===== config.mk =====
export PLATFORM = sky130hd
export DESIGN_NAME = spi_dev_lcdpalwr_v2_flat
export DESIGN_NICKNAME = d
export VERILOG_FILES = /design/src/rtl/spi_dev_lcdpalwr_v2_if.sv /design/src/rtl/spi_dev_lcdpalwr_v2.sv /design/src/flat_wrapper.sv
export SDC_FILE = /design/constraint.sdc
export NUM_CORES = 2
export LEC_CHECK = 0
export BUFFER_PORTS_ARGS = -buffer_cell sky130_fd_sc_hd__buf_2
export CORE_MARGIN = 4
export CORE_UTILIZATION = 40
export DETAILED_ROUTE_END_ITERATION = 6
export MAX_ROUTING_LAYER = met4
export PLACE_DENSITY_LB_ADDON = 0.05
export SYNTH_ARGS = -nofsm -noshare
export SYNTH_HDL_FRONTEND = slang
export SYNTH_MEMORY_MAX_BITS = 65536
export SYNTH_SLANG_ARGS = --single-unit

===== constraint.sdc =====
create_clock -name clk -period 2.7 [get_ports clk]
set_clock_uncertainty 0.15 [all_clocks]
set_input_delay 0.405 -clock clk [delete_from_list [all_inputs] [get_ports clk]]
set_output_delay 0.405 -clock clk [all_outputs]
set_load 0.05 [all_outputs]

===== src/rtl/spi_dev_lcdpalwr_v2_if.sv =====
// Bus bundle for the palette LCD writer: SPI wrapper byte bus in, LCD PHY byte stream out.
interface spi_dev_lcdpalwr_v2_if;
    logic [7:0] pw_wdata;
    logic       pw_wcmd;
    logic       pw_wstb;
    logic       pw_end;
    logic [7:0] phy_data;
    logic       phy_rs;
    logic       phy_valid;
    logic       phy_ready;
    logic       status_ovf;

    modport master (
        output pw_wdata, pw_wcmd, pw_wstb, pw_end, phy_ready,
        input  phy_data, phy_rs, phy_valid, status_ovf
    );

    modport slave (
        input  pw_wdata, pw_wcmd, pw_wstb, pw_end, phy_ready,
        output phy_data, phy_rs, phy_valid, status_ovf
    );
endinterface


===== src/rtl/spi_dev_lcdpalwr_v2.sv =====
// Palette-lookup LCD writer: loads a 256-entry RGB565 palette, unpacks pixel indices, streams colours MSB-byte-first.
// Optional macro SPI_LCDPALWR_OVF_EN builds the sticky dropped-byte flag; otherwise status_ovf is tied low.
module spi_dev_lcdpalwr_v2 #(
    parameter logic [7:0] CMD_BYTE  = 8'he4,
    parameter int         BPP       = 8,
    parameter int         FIFO_LOG2 = 3
) (
    input logic                  clk,
    input logic                  rst,
    spi_dev_lcdpalwr_v2_if.slave bus
);
    localparam int DEPTH = 1 << FIFO_LOG2;
    localparam int IPB   = 8 / BPP;
    localparam int LW    = FIFO_LOG2 + 1;

    logic w_cmd_stb;
    logic w_data_stb;
    logic w_start;
    logic w_issue;
    logic w_hold_free;
    logic w_px_stb;
    logic w_accept;
    logic w_push;
    logic w_hs;
    logic w_pop;
    logic [7:0] w_idx;

    logic r_active_wr;
    logic r_active_pal;
    logic [8:0] r_pal_waddr;
    logic [7:0] r_pal_hi [256];
    logic [7:0] r_pal_lo [256];
    logic [7:0] r_hold;
    logic [3:0] r_cnt;
    logic [15:0] r_rd_data;
    logic r_rd_vld;
    logic [15:0] r_fifo [DEPTH];
    logic [FIFO_LOG2-1:0] r_wptr;
    logic [FIFO_LOG2-1:0] r_rptr;
    logic [LW-1:0] r_level;
    logic r_bsel;

    assign w_cmd_stb  = bus.pw_wstb & bus.pw_wcmd;
    assign w_data_stb = bus.pw_wstb & ~bus.pw_wcmd;
    assign w_start    = w_cmd_stb & (bus.pw_wdata[7:1] == CMD_BYTE[7:1]);

    always_ff @(posedge clk or posedge rst) begin
        if (rst) begin
            r_active_wr  <= 1'b0;
            r_active_pal <= 1'b0;
        end else if (bus.pw_end) begin
            r_active_wr  <= 1'b0;
            r_active_pal <= 1'b0;
        end else if (w_start) begin
            r_active_wr  <= ~bus.pw_wdata[0];
            r_active_pal <= bus.pw_wdata[0];
        end
    end

    always_ff @(posedge clk or posedge rst) begin
        if (rst) begin
            r_pal_waddr <= 9'd0;
        end else if (w_cmd_stb) begin
            r_pal_waddr <= 9'd0;
        end else if (w_data_stb) begin
            r_pal_waddr <= r_pal_waddr + 9'd1;
        end
    end

    // Even byte addresses hold the colour high byte, odd ones the low byte.
    always_ff @(posedge clk) begin
        if (r_active_pal && w_data_stb && !r_pal_waddr[0]) begin
            r_pal_hi[r_pal_waddr[8:1]] <= bus.pw_wdata;
        end
        if (r_active_pal && w_data_stb && r_pal_waddr[0]) begin
            r_pal_lo[r_pal_waddr[8:1]] <= bus.pw_wdata;
        end
        if (w_issue) begin
            r_rd_data <= {r_pal_hi[w_idx], r_pal_lo[w_idx]};
        end
        if (w_push) begin
            r_fifo[r_wptr] <= r_rd_data;
        end
    end

    // Reserve a FIFO slot for the lookup still in flight so a push can never land on a full FIFO.
    assign w_idx       = 8'(r_hold[7 -: BPP]);
    assign w_issue     = (r_cnt != 4'd0) && ((int'(r_level) + int'(r_rd_vld)) < DEPTH);
    assign w_hold_free = (r_cnt == 4'd0) || ((r_cnt == 4'd1) && w_issue);
    assign w_px_stb    = r_active_wr & w_data_stb;
    assign w_accept    = w_px_stb & w_hold_free;

    always_ff @(posedge clk or posedge rst) begin
        if (rst) begin
            r_hold <= 8'd0;
            r_cnt  <= 4'd0;
        end else if (w_accept) begin
            r_hold <= bus.pw_wdata;
            r_cnt  <= 4'(IPB);
        end else if (w_issue) begin
            r_hold <= r_hold << BPP;
            r_cnt  <= r_cnt - 4'd1;
        end
    end

    assign w_push = r_rd_vld;
    assign w_hs   = bus.phy_valid & bus.phy_ready;
    assign w_pop  = w_hs & r_bsel;

    always_ff @(posedge clk or posedge rst) begin
        if (rst) begin
            r_rd_vld <= 1'b0;
            r_wptr   <= '0;
            r_rptr   <= '0;
            r_level  <= '0;
            r_bsel   <= 1'b0;
        end else begin
            r_rd_vld <= w_issue;
            if (w_push) begin
                r_wptr <= r_wptr + FIFO_LOG2'(1);
            end
            if (w_pop) begin
                r_rptr <= r_rptr + FIFO_LOG2'(1);
            end
            if (w_hs) begin
                r_bsel <= ~r_bsel;
            end
            case ({w_push, w_pop})
                2'b10:   r_level <= r_level + LW'(1);
                2'b01:   r_level <= r_level - LW'(1);
                default: r_level <= r_level;
            endcase
        end
    end

    assign bus.phy_valid = (r_level != '0);
    assign bus.phy_data  = r_bsel ? r_fifo[r_rptr][7:0] : r_fifo[r_rptr][15:8];
    assign bus.phy_rs    = 1'b1;

`ifdef SPI_LCDPALWR_OVF_EN
    logic w_drop;
    logic r_ovf;

    assign w_drop = w_px_stb & ~w_hold_free;

    always_ff @(posedge clk or posedge rst) begin
        if (rst) begin
            r_ovf <= 1'b0;
        end else if (w_start) begin
            r_ovf <= 1'b0;
        end else if (w_drop) begin
            r_ovf <= 1'b1;
        end
    end

    assign bus.status_ovf = r_ovf;
`else
    assign bus.status_ovf = 1'b0;
`endif
endmodule


===== src/flat_wrapper.sv =====
// flat-port wrapper written by rule: the top's interface ports become plain ports
module spi_dev_lcdpalwr_v2_flat 
#(
    parameter logic [7:0] CMD_BYTE  = 8'he4,
    parameter int         BPP       = 8,
    parameter int         FIFO_LOG2 = 3
)
  (clk, rst, bus_pw_wdata, bus_pw_wcmd, bus_pw_wstb, bus_pw_end, bus_phy_ready, bus_phy_data, bus_phy_rs, bus_phy_valid, bus_status_ovf);
  spi_dev_lcdpalwr_v2_if bus_i ();
  input logic clk;
  input logic rst;
  input wire logic [$bits(bus_i.pw_wdata)-1:0] bus_pw_wdata;
  input wire logic [$bits(bus_i.pw_wcmd)-1:0] bus_pw_wcmd;
  input wire logic [$bits(bus_i.pw_wstb)-1:0] bus_pw_wstb;
  input wire logic [$bits(bus_i.pw_end)-1:0] bus_pw_end;
  input wire logic [$bits(bus_i.phy_ready)-1:0] bus_phy_ready;
  output wire logic [$bits(bus_i.phy_data)-1:0] bus_phy_data;
  output wire logic [$bits(bus_i.phy_rs)-1:0] bus_phy_rs;
  output wire logic [$bits(bus_i.phy_valid)-1:0] bus_phy_valid;
  output wire logic [$bits(bus_i.status_ovf)-1:0] bus_status_ovf;
  assign bus_i.pw_wdata = bus_pw_wdata;
  assign bus_i.pw_wcmd = bus_pw_wcmd;
  assign bus_i.pw_wstb = bus_pw_wstb;
  assign bus_i.pw_end = bus_pw_end;
  assign bus_i.phy_ready = bus_phy_ready;
  assign bus_phy_data = bus_i.phy_data;
  assign bus_phy_rs = bus_i.phy_rs;
  assign bus_phy_valid = bus_i.phy_valid;
  assign bus_status_ovf = bus_i.status_ovf;
  spi_dev_lcdpalwr_v2 #(.CMD_BYTE(CMD_BYTE), .BPP(BPP), .FIFO_LOG2(FIFO_LOG2)) u_core (.clk(clk), .rst(rst), .bus(bus_i));
endmodule

==> run_results.csv <==
group,metric,value,unit
clock_tree,cts_tree,"yes",
place,dp_worst_setup_slack,-1.50,ns
final_layout,nets,9712,
job,max-cap-violations,0,
floorplan,core_area,414000,um^2
global_route,antenna_found_initial,27,
clock_tree,root_buffer,"clkbuf_16",
sta,final-setup-viol-count,25,
power_and_ir_drop,p_clk_frac,0.441,
logic_synthesis,synth_simple_gate_area_frac,0.0225,
place,placed_cells,14600,
place,dp_hpwl,317000,um
logic_synthesis,synth_adder_area_share,0.000797,
clock_tree,cts_buffers,462,
logic_synthesis,synth.area.mux_share,0.152,
final_layout,stdcell_area,203000,um^2
logic_synthesis,synth_compound_area_frac,0.0361,
worst_setup_path,cpPeakStageDelay,0.57,ns
logic_synthesis,synth_top_area_cell,"edfxtp_1",
route,drt_wl_total,489000,um
logic_synthesis,ys_seq_area_frac,0.770,
worst_setup_path,worst_r2r_startpoint,"u_core.r_hold[0]",
sta,fmax,281,MHz
global_route,grt_pass1_vias,88000,
final_layout,drive_gt1_frac,0.335,
sta,post-route-min-period,3.56,ns
floorplan,pin_count,25,
worst_setup_path,required,3.26,ns
power_and_ir_drop,comb_power_share,0.038,
power_and_ir_drop,switching_power,30.2,mW
run_status,failed_checks,"max-slew violations, negative setup slack",
floorplan,rows,236,
place,placed_area,185000,um^2
route,drtIter0Drc,8092,
route,routed_via_density,5.56,
logic_synthesis,synth_xor_area_frac,0.000631,
floorplan,die-area,427000,um^2
logic_synthesis,synth_warnings,0,
worst_setup_path,crit_fanout,5,
sta,setup_tns,-17.43,ns
worst_setup_path,reg2reg_slack,-0.86,ns
final_layout,seq_area,128000,um^2
worst_setup_path,r2r_cells,10,
route,wire_per_inst,31.5,um
worst_hold_path,worstHoldEndpoint,"u_core.r_rptr[0]",
worst_setup_path,critical_path.top_delay_family,"multiplexers",
global_route,grt_max_degree,166,
worst_setup_path,arrival,4.12,ns
logic_synthesis,syn_inst,8057,
route,first_pass_iters,7,
floorplan,dieWidth,653,um
global_route,grt_usage,0.233,
worst_hold_path,hold_start,"bus_phy_ready",
final_layout,finalNonFillerCells,15500,
logic_synthesis,avgSynthCellArea,20.7,um^2
logic_synthesis,synth_cell_types,64,
logic_synthesis,synth_area,167000,um^2
logic_synthesis,synth-edff-count,4240,
logic_synthesis,synth_top_family_by_area,"multiplexers",
clock_tree,clk_path_buf_depth,4,
power_and_ir_drop,netSwitchingFraction,0.211,
power_and_ir_drop,p_int,113,mW
global_route,grt_pass1_wl,688000,um
sta,hold_viol,0,
global_route,overflow,0,
sta,worst_slew_pin_slew,1.63,ns
worst_setup_path,worstPathCellList,"buf_12 -> buf_12 -> buf_16 -> buf_8 -> mux4_2 -> mux4_2 -> a22o_1 -> o32ai_4 -> buf_6 -> nor4_2",
final_layout,final_core_util,0.491,
logic_synthesis,async_flop_share,0.00819,
clock_tree,clock-sinks,4275,
floorplan,die_h,653,um
route,ant_nets,0,
worst_setup_path,r2r_end,"u_core.r_rd_data[3]",
worst_setup_path,crit_slowest_cell,"mux4_2",
power_and_ir_drop,p_leak,64.1,nW
worst_setup_path,crit_path_start_kind,"flop",
worst_setup_path,crit_buf_inv,5,
clock_tree,cts_max_level,5,
floorplan,start_util,0.402,
logic_synthesis,synth_most_common_cell,"edfxtp_1",
route,route.detailed.drc,0,
sta,slew_headroom,-0.0881,
logic_synthesis,syn_nets,8081,
sta,grt_setup_unrepaired,"yes",
logic_synthesis,netlist.area_leader.share,0.765,
logic_synthesis,synth.area.top_cells,"edfxtp_1, mux4_2, mux2i_1",
place,routabilityCongestion,0.826,
final_layout,multi_input_area,36600,um^2
logic_synthesis,synth_commonest_cells,"edfxtp_1, mux4_2, mux2i_1",
worst_setup_path,worstSetupPathType,"reg -> reg",
place,place.port_buffers,22,
final_layout,nFillCells,34000,
worst_hold_path,min_path_type,"in -> reg",
logic_synthesis,synth_flop_cell,"edfxtp_1",
worst_setup_path,end_kind,"flop",
power_and_ir_drop,ir_worst_vdd,0.000572,V
logic_synthesis,synth_seq_cells,4275,
clock_tree,clk_pin_slew_worst_paths,0.06,ns
power_and_ir_drop,power.density,705,nW/um^2
route,routed-via-count,86500,
clock_tree,clock_latency,0.97,ns
sta,post-route-period-util,1.32,
run_status,status,"complete, but fails checks",
final_layout,syn_to_final_growth,22.2,%
power_and_ir_drop,sequentialPowerShare,0.521,
worst_hold_path,whs_path_depth,4,
sta,drv_slew,60,
sta,setup_ws,-0.856,ns
worst_setup_path,crit_path_start,"u_core.r_hold[0]",
## tightest hold or removal path, stage by stage
cell	delay [ns]
dlygate4sd3_1	0.53
buf_2	0.13
nand3_2	0.09
xnor2_1	0.06
## placed cells by master (no fill, tap or decap), types with 17 or more instances in the layout
cell type	instances
nand4_1	20
bufinv_16	56
buf_4	1328
dfrtp_1	28
buf_16	27
buf_6	44
nand3_1	19
edfxtp_1	4240
clkbuf_1	89
nand2_2	31
a21oi_1	194
buf_12	239
dlygate4sd3_1	17
mux2i_1	666
nor2_1	563
o22ai_1	149
a22o_4	22
nor3_1	68
mux4_2	806
clkinv_1	95
o221ai_1	297
o221ai_2	27
nand2_1	62
o21ai_0	41
clkbuf_16	484
mux2_2	27
clkinv_2	95
## state kept, by name, summed over array words and instances (netlist names)
register	flops
u_core.r_pal_lo	2048
u_core.r_fifo	128
u_core.r_rd_data	16
u_core.r_rptr	3
u_core.r_bsel	1
u_core.r_wptr	3
u_core.r_active_wr	1
u_core.r_hold	8
u_core.r_pal_hi	2048
u_core.r_pal_waddr	9
u_core.r_cnt	4
u_core.r_active_pal	1
u_core.r_rd_vld	1
u_core.r_level	4
## per-stage QoR
step | hold slack [ns] | power, mW
2_1_floorplan | 0.316 | 78.0
4_1_cts | 0.0160 | 145
5_1_grt | 0.0927 | 148
3_3_place_gp | 0.337 | 81.0
6_report | 0.129 | 143
3_5_place_dp | 0.335 | 81.2
## timing repair
action                     4_1_cts  5_1_grt
gates resized for setup        190       97
gates cloned                     9       10
pin swaps                       26       48
hold endpoints to repair      1765        0
setup endpoints to repair       26       26
buffers inserted                56       37
hold buffers                    17        0
## how the worst max path moves through the flow
stage | slack, ns | endpoint | cells after the start
after CTS | -0.88 | u_core.r_rd_data[3] | 10
final | -0.86 | u_core.r_rd_data[3] | 10
after detailed placement | -1.50 | u_core.r_rd_data[10] | 9
after global placement | -1.54 | u_core.r_rd_data[10] | 9
after global routing | -0.88 | u_core.r_rd_data[3] | 10
after floorplan | -0.003 | u_core.r_level[3] | 10
## cell families (layout without fill, tap and decap cells)
family | after synthesis | in the layout
buf+inv | 537 | 2544
fa+ha+maj | 10 | 10
compound gates | 836 | 836
xor+xnor | 12 | 12
other cells | 2 | 4
mux | 1512 | 1512
simple gates | 873 | 873
flops | 4275 | 4275
## routing by layer
metal | GRT usage | routed length, um | share of wire
met5 | - | 0 | 0
met3 | 0.0297 | 24500 | 0.050
met2 | 0.369 | 236000 | 0.48
met1 | 0.326 | 217000 | 0.44
met4 | 0.0488 | 11200 | 0.023
## final cells by class
| cell class | instances | area share |
|---|---|---|
| Antenna cell | 2 | 0.0000246 |
| Clock buffer | 568 | 0.0603 |
| Clock inverter | 272 | 0.0137 |
| Inverter | 20 | 0.000431 |
| Multi-Input combinational cell | 3245 | 0.180 |
| Sequential cell | 4275 | 0.630 |
| Tap cell | 5474 | 0.0337 |
| Timing Repair Buffer | 1684 | 0.0818 |
## power groups by stage
stage | clock [mW] | combinational [mW] | sequential (mW)
final | 63.2 | 5.51 | 74.6
after global placement | 0 | 5.04 | 76.0
after global routing | 67.6 | 5.88 | 74.6
after detailed placement | 0 | 5.17 | 76.0
after CTS | 64.7 | 5.60 | 74.6
after floorplan | 0 | 2.53 | 75.4
No activity file was read; power rests on OpenSTA's default activity.
